**src/rtl/centronics_printer_rx.sv**
```systemverilog
// Printer-side Centronics responder: qualifies the host strobe, captures the byte,
// drives BUSY/ACK handshakes and buffers accepted bytes in a first-word-fallthrough FIFO.
module centronics_printer_rx #(
  parameter int unsigned DEPTH_LOG2 = 4,
  parameter int unsigned STB_MIN    = 4,
  parameter int unsigned ACK_LEN    = 32
) (
  input  logic                  clk_i,
  input  logic                  reset_n_i,
  input  logic [7:0]            pdata_i,
  input  logic                  pstb_n_i,
  output logic                  busy_o,
  output logic                  ack_n_o,
  output logic [7:0]            out_data_o,
  output logic                  out_valid_o,
  input  logic                  out_ready_i,
  output logic [DEPTH_LOG2:0]   level_o,
  output logic [7:0]            overrun_o
);

  localparam int unsigned DEPTH = 1 << DEPTH_LOG2;
  localparam int unsigned LW    = DEPTH_LOG2 + 1;
  localparam int unsigned SW    = $clog2(STB_MIN + 1);
  localparam int unsigned AW    = $clog2(ACK_LEN + 1);

  typedef enum logic [1:0] {IDLE, STB_LOW, WAIT_SPACE, ACK} state_t;

  state_t                  state_q, state_d;
  logic                    stb_q;
  logic [SW-1:0]           low_cnt_q, low_cnt_d;
  logic [AW-1:0]           ack_cnt_q, ack_cnt_d;
  logic [7:0]              hold_q, hold_d;
  logic [7:0]              mem_q [DEPTH];
  logic [DEPTH_LOG2-1:0]   wr_ptr_q, rd_ptr_q;
  logic [LW-1:0]           level_q, level_d;
  logic [7:0]              ovr_q;
  logic                    busy_q, ack_n_q, valid_q;
  logic                    push, pop, full, fall, ovr_hit;

  assign fall    = stb_q & ~pstb_n_i;
  assign full    = (level_q == LW'(DEPTH));
  assign pop     = valid_q & out_ready_i;
  assign ovr_hit = fall & ((state_q == ACK) | (state_q == WAIT_SPACE));

  // Handshake sequencing: strobe qualification, capture, space wait, ACK pulse
  always_comb begin
    state_d   = state_q;
    low_cnt_d = low_cnt_q;
    ack_cnt_d = ack_cnt_q;
    hold_d    = hold_q;
    push      = 1'b0;
    case (state_q)
      IDLE: begin
        if (fall) begin
          state_d   = STB_LOW;
          low_cnt_d = SW'(1);
          hold_d    = pdata_i;
        end
      end
      STB_LOW: begin
        if (!pstb_n_i) begin
          hold_d = pdata_i;
          if (low_cnt_q < SW'(STB_MIN)) low_cnt_d = low_cnt_q + SW'(1);
        end else if (low_cnt_q < SW'(STB_MIN)) begin
          state_d = IDLE;
        end else if (!full) begin
          push      = 1'b1;
          state_d   = ACK;
          ack_cnt_d = '0;
        end else begin
          state_d = WAIT_SPACE;
        end
      end
      WAIT_SPACE: begin
        if (!full) begin
          push      = 1'b1;
          state_d   = ACK;
          ack_cnt_d = '0;
        end
      end
      ACK: begin
        if (ack_cnt_q == AW'(ACK_LEN - 1)) state_d = IDLE;
        else ack_cnt_d = ack_cnt_q + AW'(1);
      end
      default: state_d = IDLE;
    endcase
  end

  always_comb begin
    level_d = level_q;
    case ({push, pop})
      2'b10:   level_d = level_q + LW'(1);
      2'b01:   level_d = level_q - LW'(1);
      default: level_d = level_q;
    endcase
  end

  always_ff @(posedge clk_i or negedge reset_n_i) begin
    if (!reset_n_i) begin
      state_q   <= IDLE;
      stb_q     <= 1'b1;
      low_cnt_q <= '0;
      ack_cnt_q <= '0;
      hold_q    <= '0;
      busy_q    <= 1'b0;
      ack_n_q   <= 1'b1;
    end else begin
      state_q   <= state_d;
      stb_q     <= pstb_n_i;
      low_cnt_q <= low_cnt_d;
      ack_cnt_q <= ack_cnt_d;
      hold_q    <= hold_d;
      busy_q    <= (state_d != IDLE);
      ack_n_q   <= (state_d != ACK);
    end
  end

  // FIFO storage, pointers and occupancy; overrun counter saturates
  always_ff @(posedge clk_i or negedge reset_n_i) begin
    if (!reset_n_i) begin
      for (int i = 0; i < int'(DEPTH); i++) mem_q[i] <= '0;
      wr_ptr_q <= '0;
      rd_ptr_q <= '0;
      level_q  <= '0;
      valid_q  <= 1'b0;
      ovr_q    <= '0;
    end else begin
      if (push) begin
        mem_q[wr_ptr_q] <= hold_q;
        wr_ptr_q        <= wr_ptr_q + DEPTH_LOG2'(1);
      end
      if (pop) rd_ptr_q <= rd_ptr_q + DEPTH_LOG2'(1);
      level_q <= level_d;
      valid_q <= (level_d != '0);
      if (ovr_hit && (ovr_q != 8'hFF)) ovr_q <= ovr_q + 8'd1;
    end
  end

  assign busy_o      = busy_q;
  assign ack_n_o     = ack_n_q;
  assign out_valid_o = valid_q;
  assign out_data_o  = mem_q[rd_ptr_q];
  assign level_o     = level_q;
  assign overrun_o   = ovr_q;

endmodule

```
**config.mk**
```make
export PLATFORM = sky130hd
export DESIGN_NAME = centronics_printer_rx
export DESIGN_NICKNAME = d
export VERILOG_FILES = /design/src/rtl/centronics_printer_rx.sv
export SDC_FILE = /design/constraint.sdc
export NUM_CORES = 1
export LEC_CHECK = 0
export BUFFER_PORTS_ARGS = -buffer_cell sky130_fd_sc_hd__buf_2
export CAP_MARGIN = 30
export CORE_AREA = 4 4 144 146
export CTS_BUF_LIST = sky130_fd_sc_hd__clkbuf_8
export DETAILED_ROUTE_END_ITERATION = 7
export DIE_AREA = 0 0 148 150
export PLACE_DENSITY_LB_ADDON = 0.15
export SLEW_MARGIN = 20
export SYNTH_ARGS = -nofsm -noshare
export SYNTH_HDL_FRONTEND = slang
export SYNTH_SLANG_ARGS = --single-unit
```
**constraint.sdc**
```tcl
create_clock -name clk_i -period 7.1 [get_ports clk_i]
set_clock_uncertainty 0.05 [all_clocks]
set_input_delay 2.13 -clock clk_i [delete_from_list [all_inputs] [get_ports clk_i]]
set_output_delay 2.13 -clock clk_i [all_outputs]
set_load 0.01 [all_outputs]
```
==> summary.txt <==
Outcome
  – Outcome: finished clean

Detailed routing
  – Number of design-rule violations left by the first detailed-router iteration: 232
  – Post-route DRC: 0
  – Final wirelength: 15,900 um
  – Average detailed-routed wire length per instance: 18.9 um
  – Number of iterations in the first detailed-routing pass: 6
  – Via count: 4,427
  – Antenna-violating nets left: 0
  – Via count normalized by instance count: 5.25

GRT
  – Pin count of the biggest net entering global routing: 69
  – Wire length of the first global-routing pass: 26,700 um
  – Via count of the first global-routing pass: 4,669
  – Aggregate global-route resource usage: 15.4%
  – Global route total overflow: 0
  – Antenna violations before repair: 0

STA
  – Setup repair after global routing missed its margin: no
  – Final period demand of the worst path: 5.14 ns
  – Final Hold Violating Endpoints: 0
  – Least-Margin Pin Slew: 0.838 ns
  – Max Clock Freq: 195 MHz
  – Setup Viol. Count Final: 0
  – Worst-case headroom to the max-slew limit: 44.1%
  – Total negative slack for setup checks: 0 ns
  – Final Max Slew Viols: 0
  – Part of the cycle the worst path needs: 72.4%

Logic synthesis
  – Main combinational cell family by area after synthesis: multiplexers
  – Cell variety after synth: 50
  – Async set-or-reset flop fraction in the synthesized netlist: 100%
  – Combined area of all synthesized cells: 0.00820 mm2
  – Post-synthesis adder-cell area fraction: 2.44%
  – Simple-gate area share of the yosys netlist: 5.80%
  – Mux contribution to synthesized area: 31.9%
  – Main synth FF type: sky130_fd_sc_hd__dfrtp_1
  – Register bit count reported by yosys: 172
  – Net count of the mapped netlist: 562
  – Number of instances in the synthesized netlist: 534
  – Number of flops mapped to enable cells by yosys: 0
  – Synthesized area per cell: 15.4 um2
  – Synthesis Warnings: 0
  – Post-synthesis sequential area ratio: 52.5%
  – Compound-Gate Fraction of Synth Area: 2.82%
  – Xor-xnor portion of the synthesized cell area: 2.46%

CTS
  – Count of clock tree sinks: 172
  – Buffers inserted by post-CTS timing repair: 0
  – Clk_lat worst skew: 0.45 ns
  – Hold buffers post-CTS: 0
  – Number of buffers between clock root and the deepest sink: 2
  – Clock-pin slew of the registers on the worst-case setup and hold paths: 0.09 ns
  – CTS H-tree depth: 4
  – CTS Root Cell: sky130_fd_sc_hd__clkbuf_8
  – Post-CTS sizing: 0
  – CTS tree: yes
  – Number of CTS-inserted buffers: 17

Placed design
  – # placed instances: 812
  – Count of input and output buffers: 35
  – Gp weighted congestion: 0.822
  – Placed wire-length estimate after detailed placement: 11,100 um
  – Standard cell area after detailed placement: 0.00862 mm2

Power
  – Final Power: 2.67 mW
  – Sw Ratio: 34.3%
  – Power Internal: 1.75 mW
  – Worst voltage drop across the vdd grid: 0.000192 V
  – Total net switching power: 918 uW
  – Leakage power summed over all cells: 4.38 nW
  – Part of the power in the clock network: 27.4%
  – Sequential Power Share: 49.4%
  – Power density cells: 295 mW/mm2
  – Part of the total power dissipated in combinational logic: 23.2%

Worst setup path
  – Setup crit start kind: register
  – Destination of the critical timing path: out_data_o[2]
  – Arr. time, crit path: 2.96 ns
  – Flop2flop setup slack: 3.63 ns
  – Type of element capturing the critical path: output pin
  – Max FO, Critical Path: 20
  – Crit Reg-Reg Endpoint: out_valid_o
  – Startpoint of the most critical register-to-register path: state_q[1]
  – Worst R2R Path Depth: 13
  – Required @ worst endpoint: 4.92 ns
  – Origin of the worst setup path: rd_ptr_q[0]
  – Start-to-end type of the worst setup path: reg2out

Die
  – Area of the die: 0.0222 mm2
  – Site row count: 51
  – # IOs: 36
  – Floorplan Core Area: 0.0194 mm2
  – Starting utilization of the core area: 42.3%
  – Y dimension of the die: 150 um
  – Horizontal die dimension: 148 um

Finish
  – Most common cell after layout, fill and taps aside: sky130_fd_sc_hd__dfrtp_1
  – Fraction of the core area covered by cells at the end of the flow: 46.6%
  – Area added between synthesis and finish: 10.3%
  – Fraction of layout cells with a size suffix above 1: 47.5%
  – Layout Nets: 594
  – Cell Count, Final, Fillers Out: 844
  – Final instance area: 0.00905 mm2
  – Commonest cells after routing, fill and taps aside: sky130_fd_sc_hd__dfrtp_1, sky130_fd_sc_hd__mux2_2, sky130_fd_sc_hd__mux4_2
  – Ant diodes: 0
  – Final-layout fill cell count: 1,715

Run
  – Max_cap viols: 0

Worst hold path
  – Hold Crit Class: reg2reg
## state kept, by name, summed over array words and instances (netlist names), 2 cells and up
name / flops
rd_ptr_q: 4
overrun_o: 8
mem_q: 128
wr_ptr_q: 4
ack_cnt_q: 6
hold_q: 8
level_o: 5
low_cnt_q: 3
state_q: 2
## cell type report
type / count / area (um2) / area share (%)
clock buffer: 19 / 262 / 2.89
timing repair buffer: 39 / 211 / 2.34
tap: 265 / 332 / 3.66
inverter: 12 / 45.0 / 0.498
sequential: 172 / 4310 / 47.6
clock inverter: 13 / 163 / 1.80
multi-input combinational: 324 / 3730 / 41.2
## worst min-delay path by stage
stage                    to    startpoint  slack [ns]  cells past startpoint
5_1_grt        overrun_o[7]  overrun_o[7]        0.47                      1
2_1_floorplan     mem_q[10]     mem_q[10]        0.43                      1
4_1_cts        overrun_o[7]  overrun_o[7]        0.46                      1
3_3_place_gp   overrun_o[7]  overrun_o[7]        0.43                      1
3_5_place_dp   overrun_o[7]  overrun_o[7]        0.44                      1
6_report       overrun_o[7]  overrun_o[7]        0.45                      1
## stage by stage
step	setup WS, ns	hold WS (ns)
global placement	2.35	0.426
finish	1.96	0.450
detailed placement	2.24	0.437
global route	1.75	0.472
CTS	1.86	0.456
floorplan	2.62	0.425
## cell usage after synthesis (all sizes together) (2+ instances only)
master / number / area, um2
mux4: 40 / 901
dfrtp: 170 / 4250
nand3: 2 / 10.0
nor2b: 3 / 18.8
and3b: 2 / 17.5
a2111oi: 2 / 30.0
mux2: 141 / 1710
clkbuf: 8 / 30.0
o31ai: 2 / 15.0
nand4: 4 / 25.0
inv: 12 / 45.0
nor2: 25 / 179
o21ai: 5 / 25.0
xor2: 15 / 131
dfstp: 2 / 52.6
nand3b: 2 / 15.0
a31oi: 3 / 18.8
nand2: 17 / 66.3
buf: 18 / 95.1
a21o: 2 / 15.0
a21oi: 10 / 50.1
a22o: 2 / 17.5
xnor2: 8 / 70.1
ha: 16 / 200
nor3: 6 / 80.1
and3: 3 / 18.8
## critical path: stages, from the launching register on
cell                      delay (ns)
sky130_fd_sc_hd__dfrtp_2        0.82
sky130_fd_sc_hd__buf_4          0.44
sky130_fd_sc_hd__mux4_2         0.57
sky130_fd_sc_hd__mux4_2         0.50
sky130_fd_sc_hd__buf_2          0.16
## power by group through the flow
stage	clock network (mW)	registers, mW	logic, mW
CTS	0.753	1.32	0.629
finish	0.733	1.32	0.619
floorplan	0	1.19	0.575
detailed placement	0	1.34	0.628
global placement	0	1.33	0.605
global route	0.795	1.36	0.680
## logic make-up (layout without fill, tap and decap cells)
logic type / after synthesis / in the layout
mux: 182 / 182
flops: 172 / 172
simple gates: 70 / 70
buf+inv: 38 / 83
compound gates: 33 / 33
xor+xnor: 23 / 23
fa+ha+maj: 16 / 16
## metal layers
metal  GRT usage [%]  wire, um  up-vias
met1            22.7      7950     2328
li1                -         -     2021
met3            3.24       484       15
met4            4.25       174        0
met2            23.1      7330       63
met5               0         0        -
Note: power is estimated with default switching activity, not from simulation.
